**config.mk**
```make
export PLATFORM = sky130hd
export DESIGN_NAME = acc_result_pack
export DESIGN_NICKNAME = d
export VERILOG_FILES = /design/src/rtl/acc_pack_pkg.sv /design/src/rtl/acc_pack_skid_fifo.sv /design/src/rtl/acc_result_pack.sv
export SDC_FILE = /design/constraint.sdc
export NUM_CORES = 1
export LEC_CHECK = 0
export BUFFER_PORTS_ARGS = -buffer_cell sky130_fd_sc_hd__buf_2
export CAP_MARGIN = 20
export CORE_MARGIN = 1
export CORE_UTILIZATION = 45
export DETAILED_ROUTE_END_ITERATION = 16
export HOLD_SLACK_MARGIN = 0.08
export PLACE_DENSITY_LB_ADDON = 0.2
export SLEW_MARGIN = 15
export SYNTH_ARGS = -nofsm -noshare
export SYNTH_HDL_FRONTEND = slang
export SYNTH_SLANG_ARGS = --single-unit
```
**constraint.sdc**
```tcl
create_clock -name clk -period 2.55 [get_ports clk]
set_clock_uncertainty 0.2 [all_clocks]
set_input_delay 0.255 -clock clk [delete_from_list [all_inputs] [get_ports clk]]
set_output_delay 0.255 -clock clk [all_outputs]
set_load 0.01 [all_outputs]
```
**src/rtl/acc_pack_pkg.sv**
```systemverilog
// rtl/acc_pack_pkg.sv - shared defaults, pixel limit and accumulator word type for acc_result_pack
package acc_pack_pkg;
  localparam int FRAC_BITS_DEF = 12;
  localparam int PACK_DEF      = 4;
  localparam int ACC_W         = 48;
  localparam int PIX_MAX       = 255;

  typedef logic signed [ACC_W-1:0] acc_word_t;

  function automatic logic [7:0] clamp_pix(input acc_word_t v);
    if (v < 0) return 8'd0;
    else if (v > acc_word_t'(PIX_MAX)) return 8'(PIX_MAX);
    else return v[7:0];
  endfunction
endpackage

```
**src/rtl/acc_pack_skid_fifo.sv**
```systemverilog
// rtl/acc_pack_skid_fifo.sv - 2-entry output FIFO; head register drives the output directly
module acc_pack_skid_fifo #(
  parameter int W = 8
) (
  input  logic         i_clk,
  input  logic         i_reset,
  input  logic         i_clken,
  input  logic         i_tvalid,
  input  logic [W-1:0] i_tdata,
  output logic         o_tvalid,
  output logic [W-1:0] o_tdata,
  input  logic         i_tready,
  output logic [1:0]   o_count
);
  logic [W-1:0] r_q0;
  logic [W-1:0] r_q1;
  logic [1:0]   r_count;
  logic         w_pop;
  logic         w_push;

  assign w_pop    = (r_count != 2'd0) && i_tready;
  // a full FIFO still takes a word when the head leaves in the same cycle
  assign w_push   = i_tvalid && ((r_count != 2'd2) || w_pop);
  assign o_tvalid = (r_count != 2'd0);
  assign o_tdata  = r_q0;
  assign o_count  = r_count;

  always_ff @(posedge i_clk) begin
    if (i_reset) begin
      r_q0    <= '0;
      r_q1    <= '0;
      r_count <= 2'd0;
    end else if (i_clken) begin
      case ({w_push, w_pop})
        2'b10: begin
          if (r_count == 2'd0) r_q0 <= i_tdata;
          else                 r_q1 <= i_tdata;
          r_count <= r_count + 2'd1;
        end
        2'b01: begin
          r_q0    <= r_q1;
          r_count <= r_count - 2'd1;
        end
        2'b11: begin
          if (r_count == 2'd1) begin
            r_q0 <= i_tdata;
          end else begin
            r_q0 <= r_q1;
            r_q1 <= i_tdata;
          end
        end
        default: ;
      endcase
    end
  end
endmodule

```
**src/rtl/acc_result_pack.sv**
```systemverilog
// rtl/acc_result_pack.sv - shift, clamp and pack accumulator results into pixel words
// ACC_RESULT_PACK_ROUND_EN selects round-half-up instead of truncation.
module acc_result_pack
  import acc_pack_pkg::*;
#(
  parameter int FRAC_BITS = FRAC_BITS_DEF,
  parameter int PACK      = PACK_DEF
) (
  input  logic              clk,
  input  logic              reset,
  input  logic              clken,
  input  logic              s_valid,
  input  acc_word_t         s_data,
  input  logic              s_last,
  output logic              s_ready,
  output logic              m_valid,
  output logic [8*PACK-1:0] m_data,
  output logic [PACK-1:0]   m_keep,
  output logic              m_last,
  input  logic              m_ready
);
  localparam int PW = 8 * PACK;
  localparam int LW = (PACK > 1) ? $clog2(PACK) : 1;
  localparam int FW = PW + PACK + 1;
  localparam logic [LW-1:0]   LANE_LAST = LW'(PACK - 1);
  localparam logic [PACK-1:0] KEEP_ONE  = PACK'(1);
`ifdef ACC_RESULT_PACK_ROUND_EN
  localparam acc_word_t ROUND_TERM = acc_word_t'(1) <<< (FRAC_BITS - 1);
`else
  localparam acc_word_t ROUND_TERM = '0;
`endif

  logic            r_up;
  logic [LW-1:0]   r_in_lane;
  logic            r_s1_valid, r_s1_last, r_s1_close;
  acc_word_t       r_s1_val;
  logic            r_s2_valid, r_s2_last, r_s2_close;
  logic [7:0]      r_s2_pix;
  logic [LW-1:0]   r_lane;
  logic [PW-1:0]   r_acc_data;
  logic [PACK-1:0] r_acc_keep;
  logic            r_w_valid, r_w_last;
  logic [PW-1:0]   r_w_data;
  logic [PACK-1:0] r_w_keep;

  logic            w_accept, w_in_close, w_pack_close;
  acc_word_t       w_sum;
  logic [1:0]      w_count;
  logic [2:0]      w_pending;
  logic [PW-1:0]   w_merged_data;
  logic [PACK-1:0] w_merged_keep;
  logic [FW-1:0]   w_fifo_out;

  // Input-side lane shadow predicts which pixels will close a word, so only
  // those need a FIFO credit before they are accepted.
  assign w_in_close = s_last || (r_in_lane == LANE_LAST);
  assign w_pending  = 3'(r_s1_valid & r_s1_close) + 3'(r_s2_valid & r_s2_close) + 3'(r_w_valid);
  assign s_ready    = r_up && (({1'b0, w_count} + w_pending) < 3'd2);
  assign w_accept   = s_valid && s_ready && clken;
  assign w_sum      = s_data + ROUND_TERM;

  always_ff @(posedge clk) begin
    if (reset) begin
      r_up       <= 1'b0;
      r_in_lane  <= '0;
      r_s1_valid <= 1'b0;
      r_s1_last  <= 1'b0;
      r_s1_close <= 1'b0;
      r_s1_val   <= '0;
      r_s2_valid <= 1'b0;
      r_s2_last  <= 1'b0;
      r_s2_close <= 1'b0;
      r_s2_pix   <= 8'd0;
    end else if (clken) begin
      r_up       <= 1'b1;
      r_s1_valid <= w_accept;
      if (w_accept) begin
        r_s1_val   <= w_sum >>> FRAC_BITS;
        r_s1_last  <= s_last;
        r_s1_close <= w_in_close;
        r_in_lane  <= w_in_close ? '0 : r_in_lane + LW'(1);
      end
      r_s2_valid <= r_s1_valid;
      r_s2_pix   <= clamp_pix(r_s1_val);
      r_s2_last  <= r_s1_last;
      r_s2_close <= r_s1_close;
    end
  end

  assign w_pack_close  = r_s2_last || (r_lane == LANE_LAST);
  assign w_merged_data = r_acc_data | (PW'(r_s2_pix) << (8 * r_lane));
  assign w_merged_keep = r_acc_keep | (KEEP_ONE << r_lane);

  always_ff @(posedge clk) begin
    if (reset) begin
      r_lane     <= '0;
      r_acc_data <= '0;
      r_acc_keep <= '0;
      r_w_valid  <= 1'b0;
      r_w_data   <= '0;
      r_w_keep   <= '0;
      r_w_last   <= 1'b0;
    end else if (clken) begin
      r_w_valid <= r_s2_valid && w_pack_close;
      if (r_s2_valid) begin
        if (w_pack_close) begin
          r_w_data   <= w_merged_data;
          r_w_keep   <= w_merged_keep;
          r_w_last   <= r_s2_last;
          r_acc_data <= '0;
          r_acc_keep <= '0;
          r_lane     <= '0;
        end else begin
          r_acc_data <= w_merged_data;
          r_acc_keep <= w_merged_keep;
          r_lane     <= r_lane + LW'(1);
        end
      end
    end
  end

  acc_pack_skid_fifo #(.W(FW)) u_fifo (
    .i_clk    (clk),
    .i_reset  (reset),
    .i_clken  (clken),
    .i_tvalid (r_w_valid),
    .i_tdata  ({r_w_last, r_w_keep, r_w_data}),
    .o_tvalid (m_valid),
    .o_tdata  (w_fifo_out),
    .i_tready (m_ready),
    .o_count  (w_count)
  );

  assign {m_last, m_keep, m_data} = w_fifo_out;
endmodule

```
# After elaboration in Yosys (flattened, before gate mapping)
# Index checks and enable logic that the tools add are counted.
# word_totals
wordCells	79
input_bits	54
reg_bits	205
output_inout_bits	39
# op_classes
eq_ne	10
addsub	7
mux	13
shifts	2
n_bitwise	4
reduce_logical	20
magnitude_cmp	3
# ops
operator	count
37-bit 2-to-1 mux	4
37-bit one-hot mux with 3 select lines	1
37-bit one-hot mux with 2 select lines	1
36-bit by 9-bit greater-than comparator with 1-bit output, second input constant	1
36-bit by 1-bit < comparator with 1-bit output, second input constant	1
32-bit 2-to-1 mux	1
32-bit OR	1
8-bit by 5-bit left shift with 32-bit output	1
8-bit 2-to-1 mux	2
2-bit equality test, second input constant	4
2-bit by 1-bit adder with 2-bit output, second input constant	3
1-bit logical AND	6
2-bit inequality test, second input constant	3
2-bit AND reduction	3
3-bit AND reduction	2
2-bit nonzero test	3
2-bit by 1-bit equality test with 1-bit output, second input constant	2
2-bit 2-to-1 mux	2
4-bit 2-to-1 mux	1
4-bit OR	1
2-bit one-hot mux with 2 select lines	1
4-bit AND reduction	1
1-bit by 2-bit left shift with 4-bit output, first input constant	1
2-bit by 1-bit adder with 3-bit output	1
9 further kinds	12

# Depth between registers and ports, before layout
# Gate-level depths: netlist of the first run.
# depth
word_depth	9
depth_mapped	10

# Hierarchy
# Synthesis of the first run repeated with hierarchy kept, for this count alone.
# hier_totals
cells_unflattened	963
hier_area_um2	8398.1
# modules_own_cells
mod	area_per_inst_um2	instances	cells_per_inst
acc_result_pack	5073.6	1	572
acc_pack_skid_fifo	3324.4	1	391

# Worst setup path after synthesis of the first run
# Ideal clock, no wire load.
# synth_timing
path_type	reg2reg
from	register r_w_valid
to	register r_in_lane[0]
required_time_ns	2.277
period_less_slack_ns	2.758
path_buffers	2
path_slack_ns	-0.208
stages_incl_launch_ff	11
arrival_ns	2.485
cell_sequence	dfxtp_1 > inv_1 > fa_1 > nand3b_1 > fa_1 > and3_1 > and3_1 > clkbuf_1 > buf_2 > nand3b_1 > a21oi_1
# synth_via
elab_chain_cells	7
# synth_rtl
element	line_no	rtl
start: declaration	acc_result_pack.sv:42	logic r_w_valid, r_w_last;
start signal: assignment	acc_result_pack.sv:104	r_w_valid <= r_s2_valid && w_pack_close;
2-bit by 1-bit adder with 3-bit output	acc_result_pack.sv:57	assign w_pending = 3'(r_s1_valid & r_s1_close) + 3'(r_s2_valid & r_s2_close) + 3'(r_w_valid);
2-bit by 3-bit adder with 3-bit output	acc_result_pack.sv:58	assign s_ready = r_up && (({1'b0, w_count} + w_pending) < 3'd2);
3-bit by 2-bit < comparator with 1-bit output	acc_result_pack.sv:58	
1-bit logical AND	acc_result_pack.sv:58	
named net s_ready	acc_result_pack.sv:15	output logic s_ready,
1-bit logical AND (2 in a row)	acc_result_pack.sv:59	assign w_accept = s_valid && s_ready && clken;
2-bit AND reduction (no line)	--	
end signal: assignment	acc_result_pack.sv:81	r_in_lane <= w_in_close ? '0 : r_in_lane + LW'(1);
end: declaration	acc_result_pack.sv:34	logic [LW-1:0] r_in_lane;
# The timed path passes the listed nets, and every way through them passes these cells.
# A chain may end at the register's enable or synchronous reset.

# Worst setup path after layout of the first run
# layout_timing
from	register r_w_valid
to	output port s_ready
# layout_via
elab_chain_cells	4
# layout_rtl
element	line_no
2-bit by 1-bit adder with 3-bit output	acc_result_pack.sv:57
2-bit by 3-bit adder with 3-bit output	acc_result_pack.sv:58
3-bit by 2-bit < comparator with 1-bit output	acc_result_pack.sv:58
1-bit logical AND	acc_result_pack.sv:58
end: declaration	acc_result_pack.sv:15
# Every way passes these cells.

==> impl_results.md, run 1 <==
* Outcome: finished with violations
* Violated checks: setup timing
* Design Power at 0.00660 W
* Clk root buf: clkbuf_16
* Starting Density at 0.463
* Commonest non-fill, non-tap cell in the layout: dfxtp_1
* Layout area overhead at 22.9%
* Most frequent cells in the layout: 203 x dfxtp_1, 191 x nand2_1, 138 x a21oi_1
* Fillers at 1,627
* Mapped cell area at 8060 um2
* Startpoint class of the critical path: flop
* Die ar. at 18,400 um2
* Internal at 0.00516 W
* Antenna viol nets, final at 0
* Slowest Stage Delay on Critical Path at 0.50 ns
* Yosys warns at 0
* Post-synth EDFFs at 0
* Worst r2r src: r_w_valid
* Setup CP Type: flop to output port
* Switching Share at 0.218
* Register-to-Register Path Depth at 10
* Net Sw Power at 0.00144 W
* Initial antenna violation count at 0
* Vias/cell at 5.25
* Crit end category: output port
* H-Tree Depth at 1
* RSZ-0062 raised after global routing: true
* Clock latency on the worst-skew pair at 0.49 ns
* Slew Limit Headroom at 0.339
* Gr ovfl total at 0
* Max_cap viols at 0
* Worst slew pin tran at 0.990 ns
* Worst min path class: input pin to flop
* Clock buffer depth at 3
* WHS Path Cells at 5
* Achievable Freq at 365 MHz
* Post-layout nets at 1,085
* Num CTS Buffers at 22
* Most used cell, CP: fa_1
* Placement Cell Area at 8640 um2
* IO buf count at 80
* Register bit total from synthesis at 205
* Ant. Diodes at 0
* Row count at 48
* Vias at 6,618
* Flop pwr share at 0.500
* Pins over their slew limit at 0
* Final WS setup at -0.191 ns
* Final WL at 18,600 um
* Routability cong. at 0.727
* Syn avg cell area at 8.75 um2
* Final setup violation count at 41
* Final hold vios at 0
* Post-route minimum period at 2.74 ns
* Slowest CP cell: fa_1
* Crit path max fanout at 2
* Clock Sinks at 205
* Largest net degree at the start of global routing at 70
* 1st-iter DRT viols at 352
* Worst R2R End: r_s1_val[11]
* Worst EP arrival at 2.29 ns
* Post-route DRC at 0
* Worst-path clk slew at 0.06 ns
* Worst vdd ir at 0.463 mV
* Dpl hpwl at 11,100 um
* Power Density at 666 nW/um2
* Core Footprint at 17,400 um2
* DIE WIDTH at 136 um
* Gate power share at 0.050
* TritonCTS clock tree: done
* Drt wl/cell at 14.8 um
* Predominant post-synthesis flop cell: dfxtp_1
* CP cell instances: inv_2 > fa_1 > nand3b_1 > fa_1 > and3_4 > buf_6
* Synth Instances at 921
* WHS Endpoint: r_s1_val[31]
* Period utilization at 1.07
* Share of cells above drive strength 1 at 0.212
* Total GRT Usage at 0.201
* Hold Path Origin: s_valid
* Pleak at 3.43 nW
* Pre-antenna DRT Iters at 5
* Required @ worst endpoint at 2.10 ns
* Die height at 136 um
* Syn nets at 985
* Cell variety after synth at 48
* Asr flop ratio synth at 0
* CP delay by family, top: adder cells
* Buf/Inv on CP at 2
* Top Ports at 93
* Vias in the first global route at 5,866
* Flop2flop setup slack at -0.19 ns
* First-pass GRT wire length at 30,100 um
* Post-route cell area at 9900 um2
* Clk pwr share at 0.450
* Seq/Total Area, Yosys at 0.509
-- area by class of cell --
class,instances,area [um2],area share
multi-input combinational,627,3600,0.364
sequential,205,4110,0.415
tap,225,282,0.0284
timing repair buffer,150,1180,0.119
clock inverter,2,10.0,0.00101
clock buffer,36,664,0.0671
inverter,15,56.3,0.00569
-- tightest hold or removal path: stages --
cell and delay, ns:
buf_2 0.10, nand3_1 0.12, buf_12 0.19, nand2_1 0.08
a21oi_1 0.05
-- through the flow --
step | utilization | worst slack (ns) | cells | hold WS (ns) | setup TNS, ns
CTS | 0.561 | -0.199 | 1259 | 0.145 | -4.69
floorplan | - | -0.0118 | 921 | 0.191 | -0.0207
global route | 0.568 | -0.273 | 1260 | 0.152 | -9.10
detailed placement | 0.496 | -0.0925 | 1180 | 0.243 | -1.20
finish | 0.568 | -0.191 | 1260 | 0.158 | -5.55
global placement | 0.496 | -0.0487 | 1180 | 0.239 | -0.874
-- synth_stat cells, types with 4 or more instances --
master / n / share of area
a21oi_1: 155 / 0.096
a311oi_1: 7 / 0.0076
a311oi_2: 30 / 0.056
a41o_1: 8 / 0.0099
buf_1: 9 / 0.0042
buf_2: 21 / 0.013
buf_4: 4 / 0.0037
buf_6: 12 / 0.017
clkbuf_1: 28 / 0.013
dfxtp_1: 205 / 0.51
ha_1: 8 / 0.012
inv_1: 14 / 0.0065
mux2i_1: 4 / 0.0050
nand2_1: 203 / 0.095
nand3_1: 40 / 0.025
nor2_1: 93 / 0.043
nor4_1: 5 / 0.0039
o2bb2ai_1: 35 / 0.038
-- per-layer routing --
metal / global-route usage / share of wire / wire length (um)
met1: 0.286 / 0.49 / 9050
met2: 0.322 / 0.46 / 8550
met3: 0.0276 / 0.040 / 748
met4: 0.0431 / 0.016 / 295
met5: 0 / 0 / 0
-- how the worst max path moves through the flow --
stage	end	from	cells after the start
6_report	s_ready	r_w_valid	6
5_1_grt	r_s1_val[11]	r_w_valid	10
4_1_cts	s_ready	r_w_valid	6
3_5_place_dp	r_s1_val[16]	u_fifo.o_count[0]	9
3_3_place_gp	r_s1_val[14]	u_fifo.o_count[0]	9
2_1_floorplan	r_in_lane[0]	r_w_valid	10
-- power by group through the flow --
stage          combinational (W)  clock (W)  sequential [W]
3_5_place_dp            0.000253          0         0.00337
4_1_cts                 0.000311    0.00303         0.00330
2_1_floorplan           0.000207          0         0.00332
6_report                0.000328    0.00297         0.00330
5_1_grt                 0.000359    0.00318         0.00331
3_3_place_gp            0.000254          0         0.00337
-- cells by family after synthesis --
group,Yosys count,synth area share
and+or+nand+nor,368,0.193
AOI/OAI and AO/OA,243,0.215
buffers and inverters,89,0.0578
adders and majority gates,10,0.0174
DFF,205,0.509
muxes,5,0.00637
xor gates and xnor gates,1,0.00109
-- state kept, by name, indices dropped and copies added (netlist names) --
signal / cells
u_fifo.r_q1: 37
r_w_keep: 4
r_s2_valid: 1
u_fifo.o_tdata: 37
r_acc_data: 32
r_up: 1
r_in_lane: 2
r_lane: 2
r_s2_close: 1
r_acc_keep: 4
r_w_last: 1
r_s1_last: 1
r_s1_close: 1
r_s1_valid: 1
r_w_data: 32
r_s2_last: 1
u_fifo.o_count: 2
r_w_valid: 1
r_s2_pix: 8
r_s1_val: 36
-- repair_timing --
| action | in CTS | in global routing |
|---|---|---|
| buffers inserted | 1 | 0 |
| hold buffers | 39 | 0 |
| cloned | 1 | 1 |
| pin swaps | 3 | 4 |
| hold endpoints to repair | 47 | 0 |
| setup endpoints to repair | 38 | 42 |
| gates resized for setup | 10 | 33 |
(Power assumes the default switching activity.)
==> run 2: changes to the inputs <==
--- a/config.mk
+++ b/config.mk
@@ -5,6 +5,7 @@
 export SDC_FILE = /design/constraint.sdc
 export NUM_CORES = 1
 export LEC_CHECK = 0
+export ABC_AREA = 1
 export BUFFER_PORTS_ARGS = -buffer_cell sky130_fd_sc_hd__buf_2
 export CAP_MARGIN = 20
 export CORE_MARGIN = 1
==> impl_results.md, run 2 <==
* WHS Path Cells at 5 (unchanged)
* Post-Synth Simple-Gate Area at 0.208 (+0.0152)
* Clk root buf: clkbuf_16
* Flop2flop setup slack at -0.27 ns (-0.08 ns)
* Dpl hpwl at 10,800 um (-2.6%)
* Vias in the first global route at 6,680 (+14%)
* Slew Limit Headroom at 0.466 (+0.126)
* TritonCTS clock tree: done
* Clock latency on the worst-skew pair at 0.50 ns (about the same)
* Post-layout nets at 1,297 (+20%)
* Final hold vios at 0 (unchanged)
* WHS Endpoint: r_s1_close
* Final setup violation count at 42 (+2.4%)
* Outcome: finished with violations
* Setup CP Type: flop to output port
* Yosys warns at 0 (unchanged)
* Synth area leader: dfxtp_1
* Met3 WL at 584 um (-22%)
* Worst-path clk slew at 0.06 ns (about the same)
* Post-route DRC at 0 (unchanged)
* Syn nets at 1,172 (+19%)
* Register bit total from synthesis at 205 (unchanged)
* Clock Sinks at 205 (unchanged)
* Gr ovfl total at 0 (unchanged)
* Predominant post-synthesis flop cell: dfxtp_1
* Final setup TNS at -7.99 ns (-2.45 ns)
* Worst EP arrival at 2.38 ns (+0.09 ns)
* Core Footprint at 17,500 um2 (+0.69%)
* Top Layer Used: met4
* Metal-1 WL at 8850 um (-2.2%)
* Syn avg cell area at 7.39 um2 (-16%)
* Initial antenna violation count at 0 (unchanged)
* Seq/Total Area, Yosys at 0.501 (-0.00794)
* Die height at 137 um (+0.78%)
* Row count at 48 (unchanged)
* Top cell type's share of synthesized area at 0.501 (-0.00794)
* Post-route minimum period at 2.83 ns (+0.0925 ns)
* Worst R2R End: r_s1_val[32]
* Register-to-Register Path Depth at 12 (+2)
* Die ar. at 18,700 um2 (+1.6%)
* Vias/cell at 4.88 (-7.1%)
* Design Power at 0.00698 W (+5.8%)
* Pins over their slew limit at 0 (unchanged)
* DIE WIDTH at 137 um (+0.78%)
* Slowest Stage Delay on Critical Path at 0.52 ns (+0.02 ns)
* Crit end category: output port
* Period utilization at 1.11 (+0.0363)
* Pleak at 4.10 nW (+20%)
* Violated checks: setup timing
* Mux cell area share after synthesis at 0 (-0.00637)
* Most instantiated cells after synthesis: 217 x nor2_1, 205 x dfxtp_1, 166 x nand2_1
* Achievable Freq at 353 MHz (-3.3%)
* Synth Instances at 1,108 (+20%)
* Post-Synth Adder-Cell Area at 0.0171 (-0.000271)
* Routability cong. at 0.736 (+1.2%)
* Ant. Diodes at 0 (unchanged)
* Synth Area in XOR/XNOR at 0.00107 (-0.0000169)
* Most frequent cells in the layout: 216 x nor2_1, 203 x dfxtp_1, 164 x nand2_1
* Placement Cell Area at 8850 um2 (+2.5%)
* Worst vdd ir at 0.473 mV (+2.1%)
* Share of cells above drive strength 1 at 0.184 (-0.0276)
* 1st-iter DRT viols at 436 (+24%)
* Slowest CP cell: fa_1
* Crit path max fanout at 2 (unchanged)
* Drt wl/cell at 12.8 um (-13%)
* Power Density at 662 nW/um2 (-0.69%)
* Vias at 7,196 (+8.7%)
* Post-synth EDFFs at 0 (unchanged)
* Asr flop ratio synth at 0 (unchanged)
* Most common cell in the synthesized netlist: nor2_1
* Num CTS Buffers at 23 (+4.5%)
* Commonest non-fill, non-tap cell in the layout: nor2_1
* Clock buffer depth at 3 (unchanged)
* Worst slew pin tran at 0.802 ns (-0.188 ns)
* IO buf count at 80 (unchanged)
* Layout area overhead at 28.9%
* Startpoint class of the critical path: flop
* Total GRT Usage at 0.211 (+0.00996)
* Largest family of logic cells by synthesized area: simple AND/OR/NAND/NOR gates
* CP cell instances: inv_2 > fa_1 > nand3b_1 > fa_1 > nand2_2 > nor2_4 > buf_6 > buf_6
* Starting Density at 0.467 (+0.00411)
* Final WL at 18,900 um (+1.4%)
* Mapped cell area at 8190 um2 (+1.6%)
* Max_cap viols at 0 (unchanged)
* Hold Path Origin: s_valid
* Final WS setup at -0.283 ns (-0.0925 ns)
* Worst r2r src: r_w_valid
* Pre-antenna DRT Iters at 4 (-1)
* Buf/Inv on CP at 3 (+1)
* Required @ worst endpoint at 2.10 ns (about the same)
* Largest net degree at the start of global routing at 75 (+7.1%)
* Worst min path class: input pin to flop
* First-pass GRT wire length at 32,000 um (+6.3%)
* Antenna viol nets, final at 0 (unchanged)
* Post-route cell area at 10,600 um2 (+6.6%)
* CP delay by family, top: adder cells
* Met2 Wirelength at 9060 um (+6.0%)
* Compound-gate portion of the synthesized area at 0.166 (-0.0498)
* RSZ-0062 raised after global routing: true
* H-Tree Depth at 1 (unchanged)
* Top Ports at 93 (unchanged)
* Cell variety after synth at 31 (-35%)
* Synth top area cells: dfxtp_1 50%, nor2_1 9.9%, nand2_1 7.6%, o21ai_0 7.0%, inv_1 6.6%
-- run 2: kinds of logic after synthesis --
family / after synthesis
buffers and inverters: 215
flip-flops: 205
XOR/XNOR: 1
adder cells (fa/ha/maj): 10
AO/OA/AOI/OAI: 243
AND/OR/NAND/NOR: 434
-- run 2: worst max path at each step --
stage                   start            to  slack, ns  depth (start not counted)
global route        r_w_valid       s_ready      -0.37                          8
floorplan           r_w_valid  r_s1_val[26]      -0.02                         11
detailed placement  r_w_valid    r_s1_close      -0.15                         11
CTS                 r_w_valid       s_ready      -0.31                          8
global placement    r_w_valid    r_s1_close      -0.11                         11
finish              r_w_valid       s_ready      -0.28                          8
-- run 2: power breakdown --
part,total [W],leakage [nW],internal [W],switching [W]
combinational,0.000557,2.09,0.000239,0.000317
clock,0.00312,0.354,0.00185,0.00127
sequential,0.00331,1.66,0.00327,0.0000445
-- run 2: area by class of cell --
cell class,count,area [um2]
Inverter,149,562
Multi-Input combinational cell,689,3460
Tap cell,225,282
Clock inverter,4,27.5
Fill cell,1593,6980
Clock buffer,38,692
Timing Repair Buffer,165,1420
Sequential cell,205,4110
-- run 2: through the flow --
| step | setup WS, ns | hold slack [ns] | util | std cells |
|---|---|---|---|---|
| floorplan | -0.0182 | 0.202 | - | 1108 |
| global placement | -0.107 | 0.222 | 0.505 | 1373 |
| detailed placement | -0.148 | 0.225 | 0.505 | 1373 |
| CTS | -0.313 | 0.124 | 0.600 | 1475 |
| global route | -0.369 | 0.140 | 0.602 | 1475 |
| finish | -0.283 | 0.124 | 0.602 | 1475 |
-- run 2: what timing repair did --
item	4_1_cts	5_1_grt
buffers inserted	12	1
hold buffers	40	0
endpoints found under the setup margin	41	43
resized for setup	92	10
gates cloned	8	0
endpoints found under the hold margin	59	0
pin swaps	3	0
-- run 2: worst min-delay path, delay by kind of cell --
kind	cells	cell delay [ns]
and+or+nand+nor	3	0.27
buffers and inverters	2	0.27
-- run 2: per-layer routing --
metal	vias up	GRT usage
met4	0	0.0531
li1	3767	-
met5	-	0
met1	3276	0.276
met3	30	0.0304
met2	123	0.363
